### src/rtl/m_mem_access.sv
// Memory-stage data-bus access controller: one handshaked request per load/store, pipeline stall.
// Optional ALIGN_CHECK_EN macro enables AdEL/AdES detection for misaligned word/half accesses.
module m_mem_access #(
  parameter int unsigned ACK_TIMEOUT = 0,
  parameter int unsigned CNT_W       = 8
) (
  input  logic        clk,
  input  logic        reset,
  input  logic        op_valid,
  input  logic        mem_read,
  input  logic        mem_write,
  input  logic [1:0]  size,
  input  logic [31:0] addr,
  input  logic [31:0] wd,
  output logic [31:0] m_data_addr,
  output logic [31:0] m_data_wdata,
  output logic [3:0]  m_data_byteen,
  output logic        mem_req,
  input  logic        mem_ack,
  input  logic [31:0] mem_rdata,
  output logic [31:0] rdata_q,
  output logic [31:0] rdata_addr,
  output logic        done,
  output logic        stall,
  output logic        bus_err,
  output logic        exc,
  output logic [4:0]  exc_code
);

  typedef enum logic [1:0] {StIdle, StBusy, StDone} state_e;

  localparam logic [CNT_W-1:0] TimeoutCnt = CNT_W'(ACK_TIMEOUT);
  localparam logic [4:0]       ExcAdEL    = 5'd4;
  localparam logic [4:0]       ExcAdES    = 5'd5;

  state_e             state_q, state_d;
  logic [31:0]        maddr_q, maddr_d;
  logic [31:0]        wdata_q, wdata_d;
  logic [3:0]         byteen_q, byteen_d;
  logic [31:0]        rword_q, rword_d;
  logic [31:0]        raddr_q, raddr_d;
  logic               is_load_q, is_load_d;
  logic               err_q, err_d;
  logic               exc_q, exc_d;
  logic [4:0]         code_q, code_d;
  logic [CNT_W-1:0]   cnt_q, cnt_d;

  logic               access;
  logic               is_load;
  logic               misaligned;
  logic [CNT_W-1:0]   cnt_inc;
  logic               timeout_hit;

  // Store byte enables; reserved size 11 behaves as a word.
  function automatic logic [3:0] lane_byteen(input logic [1:0] sz, input logic [1:0] lo);
    logic [3:0] be;
    unique case (sz)
      2'b01:   be = lo[1] ? 4'b1100 : 4'b0011;
      2'b10:   be = 4'b0001 << lo;
      default: be = 4'b1111;
    endcase
    return be;
  endfunction

  // Replicate store data across lanes so memory can pick any lane with byteen alone.
  function automatic logic [31:0] lane_wdata(input logic [1:0] sz, input logic [31:0] d);
    logic [31:0] w;
    unique case (sz)
      2'b01:   w = {2{d[15:0]}};
      2'b10:   w = {4{d[7:0]}};
      default: w = d;
    endcase
    return w;
  endfunction

  assign access  = op_valid & (mem_read | mem_write);
  // A simultaneous read/write is treated as a store.
  assign is_load = mem_read & ~mem_write;

`ifdef ALIGN_CHECK_EN
  assign misaligned = ((size == 2'b01) & addr[0]) |
                      (((size == 2'b00) | (size == 2'b11)) & (addr[1:0] != 2'b00));
`else
  assign misaligned = 1'b0;
`endif

  assign cnt_inc     = cnt_q + 1'b1;
  assign timeout_hit = (ACK_TIMEOUT != 0) && (cnt_inc == TimeoutCnt);

  always_comb begin
    state_d   = state_q;
    maddr_d   = maddr_q;
    wdata_d   = wdata_q;
    byteen_d  = byteen_q;
    rword_d   = rword_q;
    raddr_d   = raddr_q;
    is_load_d = is_load_q;
    cnt_d     = cnt_q;
    err_d     = 1'b0;
    exc_d     = 1'b0;
    code_d    = 5'd0;

    unique case (state_q)
      StIdle: begin
        if (access) begin
          maddr_d   = {addr[31:2], 2'b00};
          raddr_d   = addr;
          wdata_d   = lane_wdata(size, wd);
          is_load_d = is_load;
          cnt_d     = '0;
          if (misaligned) begin
            byteen_d = 4'b0000;
            exc_d    = 1'b1;
            code_d   = is_load ? ExcAdEL : ExcAdES;
            state_d  = StDone;
          end else begin
            byteen_d = mem_write ? lane_byteen(size, addr[1:0]) : 4'b0000;
            state_d  = StBusy;
          end
        end
      end
      StBusy: begin
        if (mem_ack) begin
          if (is_load_q) rword_d = mem_rdata;
          byteen_d = 4'b0000;
          state_d  = StDone;
        end else if (timeout_hit) begin
          err_d    = 1'b1;
          rword_d  = 32'd0;
          byteen_d = 4'b0000;
          cnt_d    = cnt_inc;
          state_d  = StDone;
        end else begin
          cnt_d = cnt_inc;
        end
      end
      StDone: begin
        cnt_d   = '0;
        state_d = StIdle;
      end
      default: state_d = StIdle;
    endcase
  end

  always_ff @(posedge clk) begin
    if (reset) begin
      state_q   <= StIdle;
      maddr_q   <= 32'd0;
      wdata_q   <= 32'd0;
      byteen_q  <= 4'd0;
      rword_q   <= 32'd0;
      raddr_q   <= 32'd0;
      is_load_q <= 1'b0;
      err_q     <= 1'b0;
      exc_q     <= 1'b0;
      code_q    <= 5'd0;
      cnt_q     <= '0;
    end else begin
      state_q   <= state_d;
      maddr_q   <= maddr_d;
      wdata_q   <= wdata_d;
      byteen_q  <= byteen_d;
      rword_q   <= rword_d;
      raddr_q   <= raddr_d;
      is_load_q <= is_load_d;
      err_q     <= err_d;
      exc_q     <= exc_d;
      code_q    <= code_d;
      cnt_q     <= cnt_d;
    end
  end

  assign m_data_addr   = maddr_q;
  assign m_data_wdata  = wdata_q;
  assign m_data_byteen = byteen_q;
  assign rdata_q       = rword_q;
  assign rdata_addr    = raddr_q;
  assign mem_req       = (state_q == StBusy);
  assign done          = (state_q == StDone);
  assign bus_err       = err_q;
  assign exc           = exc_q;
  assign exc_code      = code_q;
  // Release the pipeline during DONE so it advances at the end of that cycle.
  assign stall         = access & (state_q != StDone);

endmodule

### config.mk
export PLATFORM = sky130hd
export DESIGN_NAME = m_mem_access
export DESIGN_NICKNAME = d
export VERILOG_FILES = /design/src/rtl/m_mem_access.sv
export SDC_FILE = /design/constraint.sdc
export NUM_CORES = 1
export LEC_CHECK = 0
export ABC_AREA = 0
export ABC_CLOCK_PERIOD_IN_PS = 2200
export CORE_MARGIN = 2
export CORE_UTILIZATION = 35
export CTS_CLUSTER_DIAMETER = 30
export CTS_CLUSTER_SIZE = 30
export DETAILED_ROUTE_END_ITERATION = 8
export GPL_TIMING_DRIVEN = 0
export PLACE_DENSITY = 0.74
export SYNTH_ARGS = -nofsm -noshare
export SYNTH_HDL_FRONTEND = slang
export SYNTH_SLANG_ARGS = --single-unit
### constraint.sdc
create_clock -name clk -period 2.2 [get_ports clk]
set_clock_uncertainty 0.05 [all_clocks]
set_input_delay 0.22 -clock clk [delete_from_list [all_inputs] [get_ports clk]]
set_output_delay 0.22 -clock clk [all_outputs]
set_load 0.05 [all_outputs]
==> flow_metrics.env <==
export IMPL_startpoint="state_q[1]"
export IMPL_path_class="register to output port"
export IMPL_synth_seq_area_share_pct=46.2
export IMPL_ys_ff_latch=103
export IMPL_worstPathMaxFanout=6
export IMPL_grt_overflow=0
export IMPL_num_antenna_cells=0
export IMPL_startpoint_type="register"
export IMPL_nets=890
export IMPL_min_from="mem_rdata[18]"
export IMPL_arrival_ps=1860
export IMPL_drive_gt1_share_pct=15.5
export IMPL_synth_area_leaders="dfxtp_1, nand2_1, a21oi_1"
export IMPL_synth_simple_gate_area_share_pct=22.4
export IMPL_fin_hold_ws_ps=373
export IMPL_crit_chain="and2b_1, clkdlybuf4s50_1"
export IMPL_top_usage_layer="met2"
export IMPL_power_density_mw_per_mm2=701
export IMPL_cp_required_ps=1930
export IMPL_clock_latency_ps=340
export IMPL_grt_start_max_net_pins=17
export IMPL_syn_cell_area_sq_mm=0.00447
export IMPL_slew_violations=0
export IMPL_grt_pass1_wl_um=21000
export IMPL_final_cell_mix="clkdlybuf4s50_1, nand2_1, dfxtp_1"
export IMPL_synth_top_area_share_pct=46.2
export IMPL_cts_sinks=103
export IMPL_synthXorXnorAreaFrac_pct=0
export IMPL_vias=4507
export IMPL_critical_path_top_delay_family="buffers and inverters"
export IMPL_synthAdderAreaFrac_pct=0.841
export IMPL_ctsRootBufferMaster="clkbuf_16"
export IMPL_grt_pass1_vias=4297
export IMPL_start_util_pct=35.7
export IMPL_cts_max_level=3
export IMPL_cts_buffers=9
export IMPL_wl_um=14000
export IMPL_maxCapViolCount=0
export IMPL_fin_crit_sh_pct=96.9
export IMPL_r2r_start="state_q[1]"
export IMPL_cp_end_kind="output port"
export IMPL_power_internal_uw=3580
export IMPL_gp_congestion=0.884
export IMPL_grt_use_met3_pct=4.33
export IMPL_yosysUniqueCellTypes=38
export IMPL_p_sw_share_pct=31.0
export IMPL_cts_buffer_depth=2
export IMPL_critPathSlowestCell="clkdlybuf4s50_1"
export IMPL_drc_errors=0
export IMPL_synthMuxAreaShare_pct=0
export IMPL_gr_usage_met2_pct=34.2
export IMPL_drt_initial_drc_count=190
export IMPL_core_area_sq_mm=0.0125
export IMPL_maxSlewHeadroom_pct=52.9
export IMPL_hold_path_class="input pin to register"
export IMPL_drt_wirelength_per_cell_um=14.6
export IMPL_setup_viol=0
export IMPL_netSwitchingPower_uw=1610
export IMPL_seqPwrFrac_pct=39.0
export IMPL_grtUsageMet1_pct=23.8
export IMPL_ant_nets=0
export IMPL_crit_buf_inv=1
export IMPL_final_area_sq_mm=0.00740
export IMPL_status="finished, final reports clean"
export IMPL_ios=246
export IMPL_ir_drop_v=0.000427
export IMPL_yosysTopAreaCell="dfxtp_1"
export IMPL_max_freq_mhz=469
export IMPL_finalHoldViolations=0
export IMPL_area_growth_pct=65.8
export IMPL_place_hpwl_um=11100
export IMPL_synth_compound_area_share_pct=17.9
export IMPL_p_leak_uw=0.00275
export IMPL_power_frac_comb_pct=27.3
export IMPL_min_period_ps=2130
export IMPL_cts_tree="done"
export IMPL_core_rowCount=41
export IMPL_final_cells=960
export IMPL_synth_top_family_by_area="simple AND/OR/NAND/NOR gates"
export IMPL_crit_path_max_incr_delay_ps=830
export IMPL_die_y_um=117
export IMPL_dieArea_sq_mm=0.0137
export IMPL_clkPwrFrac_pct=33.7
export IMPL_yosys_warnings=0
export IMPL_postPlaceCellArea_sq_mm=0.00707
export IMPL_drt_pass1_iter_count=5
export IMPL_rsz0062_at_grt="false"
export IMPL_syn_area_per_cell_sq_um=8.44
export IMPL_total_power_uw=5190
export IMPL_path_clk_slew_ps=70
export IMPL_die_w_um=117
export IMPL_synthCells=529
export IMPL_dp_cells=944
export IMPL_viasPerCell=4.69
export IMPL_tightest_slew_ps=707
export IMPL_port_buffer_count=235
export IMPL_grt_total_usage_pct=19.6
export IMPL_final_common_cell="clkdlybuf4s50_1"
export IMPL_antenna_found_initial=0
## registers in the layout, summed over array words and instances, names as in the netlist
| register | cells |
|---|---|
| rdata_q | 32 |
| m_data_wdata | 32 |
| state_q | 2 |
| is_load_q | 1 |
| rdata_addr | 32 |
| m_data_byteen | 4 |
## synth_stat cells, drive strengths merged
cell type  instances
ha                 3
buf               62
nor2b              1
dfxtp            103
and2b              1
a22oi              8
a221oi            10
inv                7
nor3b              2
conb               1
o32ai              4
nor3              25
nand2b             3
and3               1
or4                1
clkbuf            15
a21oi             75
o21ai              1
nor2              42
and3b              1
nand2            144
a211oi            17
a2bb2oi            1
nand3              1
## layer usage
| metal | share of wire, % | up-vias |
|---|---|---|
| met1 | 41 | 2055 |
| met5 | 0 | - |
| li1 | - | 2228 |
| met4 | 2.4 | 0 |
| met3 | 7.6 | 25 |
| met2 | 49 | 199 |
## worst reg2reg max path: stages (launching register included)
cell and delay (ps):
dfxtp_1 390, nor3b_2 280, o21ai_1 140, buf_6 170
buf_6 160, a221oi_2 220, nor3_2 70
## path summary, 6_finish.rpt
| path | slack [ps] | depth (start not counted) | to |
|---|---|---|---|
| max reg2reg | 580 | 6 | m_data_wdata[17] |
| max | 70 | 2 | done |
| min reg2reg | 400 | 2 | m_data_wdata[2] |
| min | 370 | 3 | rdata_q[18] |
## cell type report
type | instances | area, sq um
plain buffers | 77 | 537
clock buffers | 11 | 253
flip-flops and latches | 103 | 2060
fillers | 1132 | 5110
repair buffers | 235 | 2350
well taps | 172 | 215
clock inverters | 5 | 80.1
inverters | 7 | 26.3
multi-input cells | 350 | 1880
## logic make-up (layout without fill, tap and decap cells)
family | after synthesis | count (layout)
AND/OR/NAND/NOR | 222 | 222
adder cells (fa/ha/maj) | 3 | 3
AO/OA/AOI/OAI | 116 | 116
buffers and inverters | 84 | 335
other | 1 | 9
flip-flops | 103 | 103
## repair_timing
| item | 4_1_cts | 5_1_grt |
|---|---|---|
| resized for setup | 1 | 1 |
| setup buffers | 0 | 0 |
| setup endpoints to repair | 1 | 1 |
| hold buffers | 0 | 0 |
## per-stage QoR
stage / setup slack, ps / TNS, ps / util [%]
after global routing: 1.20 / 0 / 59.1
final: 67.2 / 0 / 59.1
after global placement: -192 / -768 / 56.5
after floorplan: 420 / 0 / -
after detailed placement: -242 / -1090 / 56.5
after CTS: 28.2 / 0 / 59.1
## power by group through the flow
stage / logic (uW) / clock network (uW) / registers (uW)
floorplan: 551 / 0 / 2380
global placement: 1400 / 0 / 2060
detailed placement: 1420 / 0 / 2070
CTS: 1420 / 1780 / 2030
global route: 1490 / 1860 / 2040
finish: 1420 / 1750 / 2030
No activity file was read; power rests on OpenSTA's default activity.
